$ cat config.mk
export PLATFORM = sky130hd
export DESIGN_NAME = fwd_hazard_unit_flat
export DESIGN_NICKNAME = d
export VERILOG_FILES = /design/src/rtl/fwd_hazard_unit_if.sv /design/src/rtl/fwd_hazard_unit.sv /design/src/flat_wrapper.sv
export SDC_FILE = /design/constraint.sdc
export NUM_CORES = 1
export LEC_CHECK = 0
export ABC_CLOCK_PERIOD_IN_PS = 5740
export CAP_MARGIN = 0
export CELL_PAD_IN_SITES_DETAIL_PLACEMENT = 0
export CELL_PAD_IN_SITES_GLOBAL_PLACEMENT = 1
export CORE_UTILIZATION = 25
export CTS_BUF_LIST = sky130_fd_sc_hd__clkbuf_4 sky130_fd_sc_hd__clkbuf_8
export CTS_CLUSTER_DIAMETER = 50
export DETAILED_ROUTE_END_ITERATION = 6
export MAX_ROUTING_LAYER = met4
export PLACE_DENSITY = 0.92
export SYNTH_ARGS = -nofsm -noshare
export SYNTH_HDL_FRONTEND = slang
export SYNTH_SLANG_ARGS = --single-unit
$ cat constraint.sdc
create_clock -name clock -period 5.74 [get_ports clock]
set_input_delay 1.148 -clock clock [delete_from_list [all_inputs] [get_ports clock]]
set_output_delay 1.148 -clock clock [all_outputs]
set_load 0.05 [all_outputs]
$ cat src/rtl/fwd_hazard_unit_if.sv
// Stage-field bundle between the pipeline and the forwarding/hazard unit.
// master: pipeline side (drives DX/XM/MW fields and mult/div result, reads operands and control).
// slave : hazard unit side (the reverse).
interface fwd_hazard_unit_if #(
  parameter int DATA_W = 32,
  parameter int RA_W   = 5
);
  // DX stage
  logic [RA_W-1:0]   dx_rs1;
  logic [RA_W-1:0]   dx_rs2;
  logic              dx_rs1_used;
  logic              dx_rs2_used;
  logic [RA_W-1:0]   dx_rd;
  logic              dx_wen;
  logic              dx_is_md;
  logic [DATA_W-1:0] dx_a;
  logic [DATA_W-1:0] dx_b;
  // XM stage
  logic [RA_W-1:0]   xm_rd;
  logic              xm_wen;
  logic              xm_is_load;
  logic [DATA_W-1:0] xm_o;
  // MW stage
  logic [RA_W-1:0]   mw_rd;
  logic              mw_wen;
  logic [DATA_W-1:0] mw_data;
  // mult/div unit result
  logic              md_ready;
  logic [DATA_W-1:0] md_result;
  // outputs of the hazard unit
  logic [DATA_W-1:0] alu_a;
  logic [DATA_W-1:0] alu_b;
  logic [1:0]        fwd_sel_a;
  logic [1:0]        fwd_sel_b;
  logic              stall;
  logic              md_start;
  logic              md_wb_valid;
  logic [RA_W-1:0]   md_wb_rd;
  logic [DATA_W-1:0] md_wb_data;
  logic              md_busy;
  logic              md_timeout;

  modport master (
    output dx_rs1, dx_rs2, dx_rs1_used, dx_rs2_used, dx_rd, dx_wen, dx_is_md, dx_a, dx_b,
    output xm_rd, xm_wen, xm_is_load, xm_o, mw_rd, mw_wen, mw_data, md_ready, md_result,
    input  alu_a, alu_b, fwd_sel_a, fwd_sel_b, stall, md_start,
    input  md_wb_valid, md_wb_rd, md_wb_data, md_busy, md_timeout
  );

  modport slave (
    input  dx_rs1, dx_rs2, dx_rs1_used, dx_rs2_used, dx_rd, dx_wen, dx_is_md, dx_a, dx_b,
    input  xm_rd, xm_wen, xm_is_load, xm_o, mw_rd, mw_wen, mw_data, md_ready, md_result,
    output alu_a, alu_b, fwd_sel_a, fwd_sel_b, stall, md_start,
    output md_wb_valid, md_wb_rd, md_wb_data, md_busy, md_timeout
  );
endinterface

$ cat src/rtl/fwd_hazard_unit.sv
// Operand forwarding (XM > MW > held MD result > regfile), load-use stall and a
// one-entry mult/div scoreboard with writeback arbitration against MW and a watchdog.
// Ports: clock, reset (sync, active-high), bus (slave side of fwd_hazard_unit_if).
// Forwarding is combinational (0 cycles); stall holds PC/FD/DX and bubbles XM.
module fwd_hazard_unit #(
  parameter int DATA_W        = 32,
  parameter int RA_W          = 5,
  parameter int MD_MAX_CYCLES = 64
) (
  input logic              clock,
  input logic              reset,
  fwd_hazard_unit_if.slave bus
);

  localparam int CNT_W = $clog2(MD_MAX_CYCLES);
  localparam logic [CNT_W-1:0] CNT_LAST = CNT_W'(MD_MAX_CYCLES - 1);

  localparam logic [1:0] SEL_RF = 2'd0;
  localparam logic [1:0] SEL_XM = 2'd1;
  localparam logic [1:0] SEL_MW = 2'd2;
  localparam logic [1:0] SEL_MD = 2'd3;

  typedef enum logic [1:0] {IDLE, BUSY, DONE} state_t;

  state_t            state_q;
  logic [RA_W-1:0]   md_dest_q;
  logic [DATA_W-1:0] md_res_q;
  logic [CNT_W-1:0]  cnt_q;

  // ---------------- forwarding ----------------
  logic rs1_ok, rs2_ok;
  logic xm_fwd_ok, md_fwd_ok;
  logic [1:0] sel_a, sel_b;

  assign rs1_ok    = bus.dx_rs1_used && (bus.dx_rs1 != '0);
  assign rs2_ok    = bus.dx_rs2_used && (bus.dx_rs2 != '0);
  // A load in XM has no data yet; it is covered by the load-use stall instead.
  assign xm_fwd_ok = bus.xm_wen && !bus.xm_is_load;
  assign md_fwd_ok = (state_q == DONE);

  function automatic logic [1:0] fwd_pick(
    input logic            ok,
    input logic [RA_W-1:0] rs,
    input logic            xm_ok,
    input logic [RA_W-1:0] xm_rd,
    input logic            mw_ok,
    input logic [RA_W-1:0] mw_rd,
    input logic            md_ok,
    input logic [RA_W-1:0] md_rd
  );
    logic [1:0] sel;
    sel = SEL_RF;
    if (ok) begin
      if (xm_ok && xm_rd == rs)      sel = SEL_XM;
      else if (mw_ok && mw_rd == rs) sel = SEL_MW;
      else if (md_ok && md_rd == rs) sel = SEL_MD;
    end
    return sel;
  endfunction

  assign sel_a = fwd_pick(rs1_ok, bus.dx_rs1, xm_fwd_ok, bus.xm_rd, bus.mw_wen, bus.mw_rd,
                          md_fwd_ok, md_dest_q);
  assign sel_b = fwd_pick(rs2_ok, bus.dx_rs2, xm_fwd_ok, bus.xm_rd, bus.mw_wen, bus.mw_rd,
                          md_fwd_ok, md_dest_q);

  logic [DATA_W-1:0] opnd_a, opnd_b;

  always_comb begin
    opnd_a = bus.dx_a;
    case (sel_a)
      SEL_XM:  opnd_a = bus.xm_o;
      SEL_MW:  opnd_a = bus.mw_data;
      SEL_MD:  opnd_a = md_res_q;
      default: opnd_a = bus.dx_a;
    endcase
  end

  always_comb begin
    opnd_b = bus.dx_b;
    case (sel_b)
      SEL_XM:  opnd_b = bus.xm_o;
      SEL_MW:  opnd_b = bus.mw_data;
      SEL_MD:  opnd_b = md_res_q;
      default: opnd_b = bus.dx_b;
    endcase
  end

  assign bus.alu_a     = opnd_a;
  assign bus.alu_b     = opnd_b;
  assign bus.fwd_sel_a = sel_a;
  assign bus.fwd_sel_b = sel_b;

  // ---------------- hazards ----------------
  logic load_hz, md_hz, md_raw, md_waw, stall_w, start_w;

  assign load_hz = bus.xm_wen && bus.xm_is_load && (bus.xm_rd != '0) &&
                   ((rs1_ok && bus.dx_rs1 == bus.xm_rd) || (rs2_ok && bus.dx_rs2 == bus.xm_rd));

  assign md_raw  = (rs1_ok && bus.dx_rs1 == md_dest_q) || (rs2_ok && bus.dx_rs2 == md_dest_q);
  assign md_waw  = bus.dx_wen && (bus.dx_rd == md_dest_q);
  // A zero destination never occupies the scoreboard.
  assign md_hz   = (state_q != IDLE) && (md_dest_q != '0) && (md_raw || md_waw || bus.dx_is_md);

  // DONE always stalls so the held result is never overtaken while it waits for the port.
  assign stall_w = load_hz || md_hz || (state_q == DONE);
  assign start_w = bus.dx_is_md && !stall_w;

  assign bus.stall    = stall_w;
  assign bus.md_start = start_w;

  // ---------------- scoreboard / writeback ----------------
  logic wb_w, done_exit, timeout_w;

  // MW owns the regfile write port; the held result waits for a free cycle.
  assign wb_w      = (state_q == DONE) && !bus.mw_wen && (md_dest_q != '0);
  assign done_exit = (state_q == DONE) && (!bus.mw_wen || md_dest_q == '0);
  // md_ready takes precedence over the watchdog in the same cycle.
  assign timeout_w = (state_q == BUSY) && !bus.md_ready && (cnt_q == CNT_LAST);

  assign bus.md_wb_valid = wb_w;
  assign bus.md_wb_rd    = md_dest_q;
  assign bus.md_wb_data  = md_res_q;
  assign bus.md_busy     = (state_q != IDLE);
  assign bus.md_timeout  = timeout_w;

  always_ff @(posedge clock) begin
    if (reset) begin
      state_q   <= IDLE;
      md_dest_q <= '0;
      md_res_q  <= '0;
      cnt_q     <= '0;
    end else begin
      case (state_q)
        IDLE: begin
          if (start_w) begin
            md_dest_q <= bus.dx_rd;
            cnt_q     <= '0;
            state_q   <= BUSY;
          end
        end
        BUSY: begin
          cnt_q <= cnt_q + CNT_W'(1);
          if (bus.md_ready) begin
            md_res_q <= bus.md_result;
            state_q  <= DONE;
          end else if (cnt_q == CNT_LAST) begin
            state_q <= IDLE;
          end
        end
        DONE: begin
          if (done_exit) state_q <= IDLE;
        end
        default: state_q <= IDLE;
      endcase
    end
  end

endmodule
$ cat src/flat_wrapper.sv
// flat-port wrapper written by rule: the top's interface ports become plain ports
module fwd_hazard_unit_flat 
#(
  parameter int DATA_W        = 32,
  parameter int RA_W          = 5,
  parameter int MD_MAX_CYCLES = 64
)
  (clock, reset, bus_dx_rs1, bus_dx_rs2, bus_dx_rs1_used, bus_dx_rs2_used, bus_dx_rd, bus_dx_wen, bus_dx_is_md, bus_dx_a, bus_dx_b, bus_xm_rd, bus_xm_wen, bus_xm_is_load, bus_xm_o, bus_mw_rd, bus_mw_wen, bus_mw_data, bus_md_ready, bus_md_result, bus_alu_a, bus_alu_b, bus_fwd_sel_a, bus_fwd_sel_b, bus_stall, bus_md_start, bus_md_wb_valid, bus_md_wb_rd, bus_md_wb_data, bus_md_busy, bus_md_timeout);
  fwd_hazard_unit_if #(.DATA_W(DATA_W), .RA_W(RA_W)) bus_i ();
  input logic clock;
  input logic reset;
  input wire logic [$bits(bus_i.dx_rs1)-1:0] bus_dx_rs1;
  input wire logic [$bits(bus_i.dx_rs2)-1:0] bus_dx_rs2;
  input wire logic [$bits(bus_i.dx_rs1_used)-1:0] bus_dx_rs1_used;
  input wire logic [$bits(bus_i.dx_rs2_used)-1:0] bus_dx_rs2_used;
  input wire logic [$bits(bus_i.dx_rd)-1:0] bus_dx_rd;
  input wire logic [$bits(bus_i.dx_wen)-1:0] bus_dx_wen;
  input wire logic [$bits(bus_i.dx_is_md)-1:0] bus_dx_is_md;
  input wire logic [$bits(bus_i.dx_a)-1:0] bus_dx_a;
  input wire logic [$bits(bus_i.dx_b)-1:0] bus_dx_b;
  input wire logic [$bits(bus_i.xm_rd)-1:0] bus_xm_rd;
  input wire logic [$bits(bus_i.xm_wen)-1:0] bus_xm_wen;
  input wire logic [$bits(bus_i.xm_is_load)-1:0] bus_xm_is_load;
  input wire logic [$bits(bus_i.xm_o)-1:0] bus_xm_o;
  input wire logic [$bits(bus_i.mw_rd)-1:0] bus_mw_rd;
  input wire logic [$bits(bus_i.mw_wen)-1:0] bus_mw_wen;
  input wire logic [$bits(bus_i.mw_data)-1:0] bus_mw_data;
  input wire logic [$bits(bus_i.md_ready)-1:0] bus_md_ready;
  input wire logic [$bits(bus_i.md_result)-1:0] bus_md_result;
  output wire logic [$bits(bus_i.alu_a)-1:0] bus_alu_a;
  output wire logic [$bits(bus_i.alu_b)-1:0] bus_alu_b;
  output wire logic [$bits(bus_i.fwd_sel_a)-1:0] bus_fwd_sel_a;
  output wire logic [$bits(bus_i.fwd_sel_b)-1:0] bus_fwd_sel_b;
  output wire logic [$bits(bus_i.stall)-1:0] bus_stall;
  output wire logic [$bits(bus_i.md_start)-1:0] bus_md_start;
  output wire logic [$bits(bus_i.md_wb_valid)-1:0] bus_md_wb_valid;
  output wire logic [$bits(bus_i.md_wb_rd)-1:0] bus_md_wb_rd;
  output wire logic [$bits(bus_i.md_wb_data)-1:0] bus_md_wb_data;
  output wire logic [$bits(bus_i.md_busy)-1:0] bus_md_busy;
  output wire logic [$bits(bus_i.md_timeout)-1:0] bus_md_timeout;
  assign bus_i.dx_rs1 = bus_dx_rs1;
  assign bus_i.dx_rs2 = bus_dx_rs2;
  assign bus_i.dx_rs1_used = bus_dx_rs1_used;
  assign bus_i.dx_rs2_used = bus_dx_rs2_used;
  assign bus_i.dx_rd = bus_dx_rd;
  assign bus_i.dx_wen = bus_dx_wen;
  assign bus_i.dx_is_md = bus_dx_is_md;
  assign bus_i.dx_a = bus_dx_a;
  assign bus_i.dx_b = bus_dx_b;
  assign bus_i.xm_rd = bus_xm_rd;
  assign bus_i.xm_wen = bus_xm_wen;
  assign bus_i.xm_is_load = bus_xm_is_load;
  assign bus_i.xm_o = bus_xm_o;
  assign bus_i.mw_rd = bus_mw_rd;
  assign bus_i.mw_wen = bus_mw_wen;
  assign bus_i.mw_data = bus_mw_data;
  assign bus_i.md_ready = bus_md_ready;
  assign bus_i.md_result = bus_md_result;
  assign bus_alu_a = bus_i.alu_a;
  assign bus_alu_b = bus_i.alu_b;
  assign bus_fwd_sel_a = bus_i.fwd_sel_a;
  assign bus_fwd_sel_b = bus_i.fwd_sel_b;
  assign bus_stall = bus_i.stall;
  assign bus_md_start = bus_i.md_start;
  assign bus_md_wb_valid = bus_i.md_wb_valid;
  assign bus_md_wb_rd = bus_i.md_wb_rd;
  assign bus_md_wb_data = bus_i.md_wb_data;
  assign bus_md_busy = bus_i.md_busy;
  assign bus_md_timeout = bus_i.md_timeout;
  fwd_hazard_unit #(.DATA_W(DATA_W), .RA_W(RA_W), .MD_MAX_CYCLES(MD_MAX_CYCLES)) u_core (.clock(clock), .reset(reset), .bus(bus_i));
endmodule
## Word level (Yosys, flattened, before mapping)

Cells that the tools add are included.
W data, S select, Z words.

- Bits in registers: 45
- Input bits: 195
- Output and inout port bits: 110
- Word-level logic and storage cells: 93

- Add/sub/neg operators: 1
- Equal/unequal tests: 23
- Multiplexer cells: 17
- Reduce and logical (&&, ||, !) cells: 48

Operators with widths:

| cell | number |
|---|---|
| $pmux W32 S3 | 2 |
| $eq A5 B5 Y1 | 11 |
| $logic_and A1 B1 Y1 | 25 |
| $mux W2 | 12 |
| $reduce_bool A5 Y1 | 4 |
| $pmux W6 S2 | 1 |
| $eq A2 B2 Y1 const B | 5 |
| $logic_or A1 B1 Y1 | 7 |
| $add A6 B1 Y6 const B | 1 |
| $eq A2 B1 Y1 const B | 3 |
| $eq A6 B6 Y1 const B | 1 |
| $mux W6 | 1 |
| $pmux W2 S3 | 1 |
| $reduce_and A2 Y1 | 3 |
| $logic_not A5 Y1 | 1 |
| $logic_not A1 Y1 | 4 |
| $ne A2 B2 Y1 const B | 2 |
| $reduce_bool A2 Y1 | 2 |
| $ne A3 B3 Y1 const B | 1 |
| $reduce_and A3 Y1 | 1 |
| $logic_not A2 Y1 | 1 |

## Logic depth before layout (Yosys ltp)

Gate-level depths: netlist of the first run.

- Depth in word-level cells: 13
- Depth in mapped cells: 9
- Mapped depth without buffers: 6

## Worst setup path before layout of the first run

Ideal clock, no wire load.

- Path type: input to output
- Start point: input bus_mw_rd[3]
- End point: output bus_alu_b[21]
- Arrival time: 4.375 ns
- Required time: 4.592 ns
- Setup slack: 0.217 ns
- Stages on the path: 6
- Buffers on the path: 0
- Cell sequence: xor2_1 nor4_1 nand3_1 a211oi_1 nor2_1 a211oi_1

- Longest elaborated chain between the ends: 7
- Elaborated cells on any way between the ends: 9
- Those cells by class: eq/ne (4); mux (4); reduce/logical (1)

Ends and longest elaborated chain:

| element | line | source |
|---|---|---|
| from (decl) | flat_wrapper.sv:25 | `input wire logic [$bits(bus_i.mw_rd)-1:0] bus_mw_rd;` |
| $eq A5 B5 Y1 (*) | fwd_hazard_unit.sv:55 | `else if (mw_ok && mw_rd == rs) sel = SEL_MW;` |
| $logic_and A1 B1 Y1 (*) | fwd_hazard_unit.sv:55 |  |
| $mux W2 (*) | fwd_hazard_unit.sv:55 |  |
| $mux W2 (*) | fwd_hazard_unit.sv:54 | `if (xm_ok && xm_rd == rs) sel = SEL_XM;` |
| $mux W2 (*) | fwd_hazard_unit.sv:53 | `if (ok) begin` |
| via bus_fwd_sel_b[1] | flat_wrapper.sv:33 | `output wire logic [$bits(bus_i.fwd_sel_b)-1:0] bus_fwd_sel_b;` |
| $eq A2 B2 Y1 / $eq A2 B1 Y1 (equally long branches) | fwd_hazard_unit.sv:80 | `case (sel_b)` |
| $pmux W32 S3 (*) | fwd_hazard_unit.sv:80 |  |
| to (decl) | flat_wrapper.sv:31 | `output wire logic [$bits(bus_i.alu_b)-1:0] bus_alu_b;` |

The timed path passes the listed nets; every way through them passes the cells marked *.

## Final worst setup path of the first run

- Start point: input bus_dx_rs1[2]
- End point: output bus_alu_a[7]

- Longest elaborated chain between the ends: 8
- Elaborated cells on any way between the ends: 16
- Those cells by class: eq/ne (6); mux (5); reduce/logical (5)

Ends and longest elaborated chain:

| element | line | source |
|---|---|---|
| from (decl) | flat_wrapper.sv:12 | `input wire logic [$bits(bus_i.dx_rs1)-1:0] bus_dx_rs1;` |
| $eq A5 B5 Y1 | fwd_hazard_unit.sv:56 | `else if (md_ok && md_rd == rs) sel = SEL_MD;` |
| $logic_and A1 B1 Y1 | fwd_hazard_unit.sv:56 |  |
| $mux W2 | fwd_hazard_unit.sv:56 |  |
| $mux W2 | fwd_hazard_unit.sv:55 |  |
| $mux W2 | fwd_hazard_unit.sv:54 |  |
| $mux W2 (*) | fwd_hazard_unit.sv:53 |  |
| $eq A2 B2 Y1 / $eq A2 B1 Y1 (equally long branches) | fwd_hazard_unit.sv:70 | `case (sel_a)` |
| $pmux W32 S3 (*) | fwd_hazard_unit.sv:70 |  |
| to (decl) | flat_wrapper.sv:30 | `output wire logic [$bits(bus_i.alu_a)-1:0] bus_alu_a;` |

Mark *: on every way between the ends. The rest lies on a longest branch, timed or not.

==> results_dict.tcl, run 1 <==
set metrics [dict create \
    yosysWarnings 0 \
    synth_area_leader_cell "dfxtp_1" \
    ys_seq_elements 45 \
    cap_violations 0 \
    cp-start-kind "input pin" \
    tns_ns 0 \
    numPortBuffers 304 \
    nets 1044 \
    ant_nets 0 \
    syn_nets 771 \
    crit_path_end_kind "output pin" \
    place.gp.congestion 0.9317 \
    cts_hold_buf 0 \
    async_flop_share_pct 0 \
    ys_top_cells_by_area "dfxtp_1, o221ai_1, a21oi_1" \
    syn_area_um2 4222 \
    grt_max_degree 53 \
    fill_cells 1579 \
    cts_resized 0 \
    swShare_pct 39.28 \
    rows 47 \
    reg2reg_from "u_core.state_q[0]" \
    htreeDepth 2 \
    dp_slack_ns 0.6474 \
    design.die.area_um2 17410 \
    layout.area.seq_um2 900.9 \
    p_seq_share_pct 28.6 \
    drtIter0Drc 371 \
    clock-sinks 45 \
    worstMarginPinSlew_ns 0.9339 \
    pwr-share-clk_pct 17.6 \
    firstDrtPassIters 5 \
    vias_per_cell 5.454 \
    drive_gt1_share_pct 14.96 \
    clk_pin_slew_ns 0.09 \
    clockRootBuffer "clkbuf_8" \
    netlist_instances 575 \
    die_x_um 131.9 \
    seq_area_frac_synth_pct 21.34 \
    slew_headroom_pct 37.74 \
    vias 5868 \
    die_y_um 131.9 \
    coreArea_um2 16520 \
    skew_ns 0.009632 \
    multi_input_area_um2 3079 \
    yosysMostFrequentCell "nand2_1" \
    grt_antenna_before_repair 7 \
    setup_viol 0 \
    syn_avg_cell_area_um2 7.342 \
    hold_class "flip-flop to flip-flop" \
    whs_ns 0.4953 \
    fin_crit_sh_pct 88.97 \
    comb_power_share_pct 53.8 \
    worst_slack_ns 0.6334 \
    synth_top_area_share_pct 21.34 \
    cts_buffer_depth 2 \
    fmax_ghz 0.1958 \
    grt_overflow_total 0 \
    arrival_ns 3.96 \
    worstHoldStart "u_core.bus.md_wb_data[7]" \
    hold_viol 0 \
    path_class "input pin to output pin" \
    wl_mm 23.27 \
    path_max_fanout 18 \
    post_cts_buffers 0 \
    wl_per_cell_um 21.63 \
    crit_required_ns 4.59 \
    intPower_w 0.0007323 \
    syn2layout_area_growth_pct 95.26 \
    power.switching_w 0.0004737 \
    power_density_nw_per_um2 146.3 \
    drc_errors 0 \
    grt_use_total_pct 26.59 \
    synth_commonest_cells "nand2_1, a21oi_1, o221ai_1" \
    cts_tree "yes" \
    synth_edf_count 0 \
    synth_flop_cell "dfxtp_1" \
    rsz0062_at_grt "no" \
    worstSetupStartpoint "bus_dx_rs1[2]" \
    grt_pass1_vias 5792 \
    numCtsBuffers 5 \
    slew_violations 0 \
    finalCriticalPeriod_ns 5.107 \
    clk_latency_ns 0.31 \
    start_util_pct 25.55 \
    grt_pass1_wl_mm 34.71 \
    ir_worst_vdd_mv 0.09814 \
    leakagePower_nw 3.012 \
    io_pins 305 \
    hpwl_mm 18.12 \
    status "complete, no violations" \
    ys_types 55 \
]
per-layer routing:
layer,GRT usage [%],up-vias,wire length (um)
li1,-,2761,-
met1,31.04,2744,9442
met2,44.44,312,11200
met3,7.536,51,2035
met4,7.171,0,597
met5,-,-,0
state kept, by name (all words and copies together) (netlist names):
signal	cells
u_core.bus.md_wb_data	32
u_core.cnt_q	6
u_core.bus.md_wb_rd	5
u_core.state_q	2
stage by stage:
stage,power [W],area (um^2),utilization (%),std cells
finish,0.001206,8243,49.88,1076
global route,0.001258,8243,49.88,1076
CTS,0.001214,8225,49.78,1069
detailed placement,0.0009980,8134,49.22,1061
global placement,0.0009969,8134,49.22,1061
floorplan,0.0006409,4222,-,575
cell families (layout without fill, tap and decap cells):
family                   after synthesis  count (layout)  share of synthesized area [%]
AO/OA/AOI/OAI                        254             254                          43.54
XOR/XNOR                              35              35                          7.262
adder cells (fa/ha/maj)                1               1                         0.2963
buffers and inverters                 63             337                          6.698
flip-flops                            45              45                          21.34
multiplexers                           5               5                          1.186
other                                  0               7                              0
AND/OR/NAND/NOR                      172             172                          19.68
power groups by stage:
stage | registers (W) | logic, W | clock network (W)
6_report | 0.000345 | 0.000648 | 0.000212
5_1_grt | 0.000348 | 0.000677 | 0.000233
4_1_cts | 0.000345 | 0.000648 | 0.000221
3_3_place_gp | 0.000352 | 0.000645 | 0
2_1_floorplan | 0.000384 | 0.000257 | 0
3_5_place_dp | 0.000352 | 0.000646 | 0
path summary, 6_finish.rpt:
check	endpoint	slack, ns	cells past startpoint
max	bus_alu_a[7]	0.63	8
min	u_core.bus.md_wb_data[7]	0.50	2
max reg2reg	u_core.bus.md_wb_data[9]	3.63	5
min reg2reg	u_core.bus.md_wb_data[7]	0.50	2
cell usage in the layout, fill, tap and decap left out, drive strengths merged, types with 4 or more instances in the layout:
| cell type | n |
|---|---|
| clkdlybuf4s50 | 235 |
| buf | 90 |
| nand2 | 86 |
| a21oi | 68 |
| o221ai | 47 |
| dfxtp | 45 |
| a31oi | 39 |
| a2bb2oi | 31 |
| xor2 | 26 |
| nor2 | 24 |
| o21ai | 21 |
| o22a | 16 |
| o22ai | 16 |
| nand2b | 12 |
| xnor2 | 9 |
| nand3 | 9 |
| diode | 7 |
| o211ai | 6 |
| nand3b | 6 |
| clkbuf | 6 |
| nor3 | 6 |
| or3 | 5 |
| mux2i | 5 |
| and3 | 5 |
| inv | 4 |
| nor2b | 4 |
layout make-up:
type,count,share of cell area (%)
sequential,45,10.93
clock buffer,6,0.9259
tap,220,3.339
multi-input combinational,467,37.36
timing repair buffer,325,46.87
clock inverter,2,0.1821
antenna,7,0.2125
inverter,4,0.1821
worst max-delay path: stages:
cell	delay (ns)
clkdlybuf4s50_1	0.64
xnor2_1	0.16
nand4_1	0.18
or2_2	0.54
a21oi_4	0.67
o22ai_1	0.18
o21ai_1	0.25
buf_12	0.17
(Power assumes the default switching activity.)
==> run 2, diff against run 1 <==
--- a/config.mk
+++ b/config.mk
@@ -5,7 +5,6 @@
 export SDC_FILE = /design/constraint.sdc
 export NUM_CORES = 1
 export LEC_CHECK = 0
-export ABC_CLOCK_PERIOD_IN_PS = 5740
 export CAP_MARGIN = 0
 export CELL_PAD_IN_SITES_DETAIL_PLACEMENT = 0
 export CELL_PAD_IN_SITES_GLOBAL_PLACEMENT = 1
==> results of run 2 <==
Final layout, timing and power as in run 1 (identical DEF).
==> run 3, diff against run 2 <==
--- a/config.mk
+++ b/config.mk
@@ -8,6 +8,7 @@
 export CAP_MARGIN = 0
 export CELL_PAD_IN_SITES_DETAIL_PLACEMENT = 0
 export CELL_PAD_IN_SITES_GLOBAL_PLACEMENT = 1
+export CORE_MARGIN = 5
 export CORE_UTILIZATION = 25
 export CTS_BUF_LIST = sky130_fd_sc_hd__clkbuf_4 sky130_fd_sc_hd__clkbuf_8
 export CTS_CLUSTER_DIAMETER = 50
==> run 3 against run 2 <==
Effect of this change:
- first-iteration DRC count increased by 8.9%
- critical path depth unchanged
- setup slack got worse by 0.18 ns
- clock skew fell by 0.0051 ns
- routed wire length rose by 5.2%
- utilization decreased by 0.24 points
- die area is 12% higher
- sequential cell count unchanged
- clock power is 9.4% higher
- via count decreased by 0.58%
- global-route usage shrank 2.5 points
- critical endpoint is now bus_md_start
- highest routed layer unchanged
==> results_dict.tcl, run 3 (synthesis gave the netlist of run 1 again) <==
set metrics [dict create \
    worstMarginPinSlew_ns 0.9406 \
    tns_ns 0 \
    fin_crit_sh_pct 92.11 \
    cp-start-kind "input pin" \
    grt_max_degree 53 \
    cap_violations 0 \
    final_area_um2 8232 \
    firstDrtPassIters 5 \
    grt_overflow_total 0 \
    clk_latency_ns 0.31 \
    htreeDepth 2 \
    rows 47 \
    worst_slack_ns 0.4527 \
    numCtsBuffers 5 \
    ant_nets 0 \
    cts_buffer_depth 2 \
    drive_gt1_share_pct 14.72 \
    place.gp.congestion 0.9622 \
    status "complete, no violations" \
    path_class "input pin to output pin" \
    clockRootBuffer "clkbuf_8" \
    rsz0062_at_grt "no" \
    fmax_ghz 0.1891 \
    placed_cell_area_um2 8112 \
    coreArea_um2 16580 \
    grt_pass1_wl_mm 35.84 \
    path_max_fanout 8 \
    vias_per_cell 5.427 \
    die_y_um 139.9 \
    die_x_um 139.9 \
    clock-sinks 45 \
    clk_pin_slew_ns 0.09 \
    crit_path_end_kind "output pin" \
    drc_errors 0 \
    grt_use_total_pct 24.07 \
    drtIter0Drc 404 \
    io_pins 305 \
    cts_tree "yes" \
    slew_violations 0 \
    hold_viol 0 \
    wl_per_cell_um 22.78 \
    largest_reg_flops 32 \
    nets 1044 \
    final_cell_mix "clkdlybuf4s50_1, nand2_1, a21oi_1" \
    power_density_nw_per_um2 148.8 \
    start_util_pct 25.46 \
    crit_required_ns 4.59 \
    syn2layout_area_growth_pct 94.99 \
    hold_class "flip-flop to flip-flop" \
    wl_mm 24.49 \
    finalCriticalPeriod_ns 5.287 \
    numPortBuffers 304 \
    cts_resized 0 \
    slew_headroom_pct 37.29 \
    cts_hold_buf 0 \
    final_common_cell "clkdlybuf4s50_1" \
    hpwl_mm 19.31 \
    ir_worst_vdd_mv 0.1421 \
    grt_antenna_before_repair 6 \
    setup_viol 0 \
    skew_ns 0.004574 \
    arrival_ns 4.14 \
    vias 5834 \
    leakagePower_nw 3.018 \
    grt_pass1_vias 5713 \
    design.die.area_um2 19580 \
    dp_slack_ns 0.4632 \
    post_cts_buffers 0 \
]
-- run 3: worst paths after layout --
path                             startpoint                         to  slack, ns  depth (start not counted)
hold / removal    u_core.bus.md_wb_data[12]  u_core.bus.md_wb_data[12]       0.49                          2
hold reg to reg   u_core.bus.md_wb_data[12]  u_core.bus.md_wb_data[12]       0.49                          2
setup / recovery              bus_dx_rs2[1]               bus_md_start       0.45                          8
setup reg to reg          u_core.state_q[0]   u_core.bus.md_wb_data[6]       3.59                          5
-- run 3: final cells by class --
cell class | count | area [um^2]
Multi-Input combinational cell | 467 | 3079
Tap cell | 220 | 275.3
Sequential cell | 45 | 900.9
Fill cell | 1621 | 8352
Inverter | 4 | 15.01
Clock buffer | 7 | 96.34
Clock inverter | 1 | 8.758
Timing Repair Buffer | 325 | 3841
Antenna cell | 6 | 15.01
-- run 3: metal layers --
| metal | GRT usage (%) | wire (um) |
|---|---|---|
| met1 | 28.64 | 9799 |
| met2 | 38.69 | 11670 |
| met3 | 7.396 | 2121 |
| met4 | 8.363 | 898 |
| met5 | - | 0 |
-- run 3: power breakdown --
part / switching (W) / internal (W) / total (W) / leakage [nW]
sequential: 0.0000212 / 0.000325 / 0.000346 / 0.366
clock: 0.000121 / 0.000111 / 0.000232 / 0.0549
combinational: 0.000331 / 0.000315 / 0.000646 / 2.60
total: 0.000473 / 0.000751 / 0.00122 / 3.02
-- run 3: critical path: stages --
cell,delay (ns)
clkdlybuf4s50_1,0.50
or4_1,0.61
o21ai_4,0.30
nand3b_1,0.17
a21oi_2,0.12
a311o_1,0.38
nor2_1,0.10
clkdlybuf4s50_1,0.81
-- run 3: stage by stage --
stage	instances	power (W)	util, %	hold WS [ns]
final	1075	0.001224	49.64	0.4902
after global routing	1075	0.001285	49.64	0.5271
after CTS	1069	0.001246	49.55	0.4959
after detailed placement	1061	0.0009998	48.91	0.4816
after global placement	1061	0.0009991	48.91	0.4741
after floorplan	575	0.0006409	-	0.4681
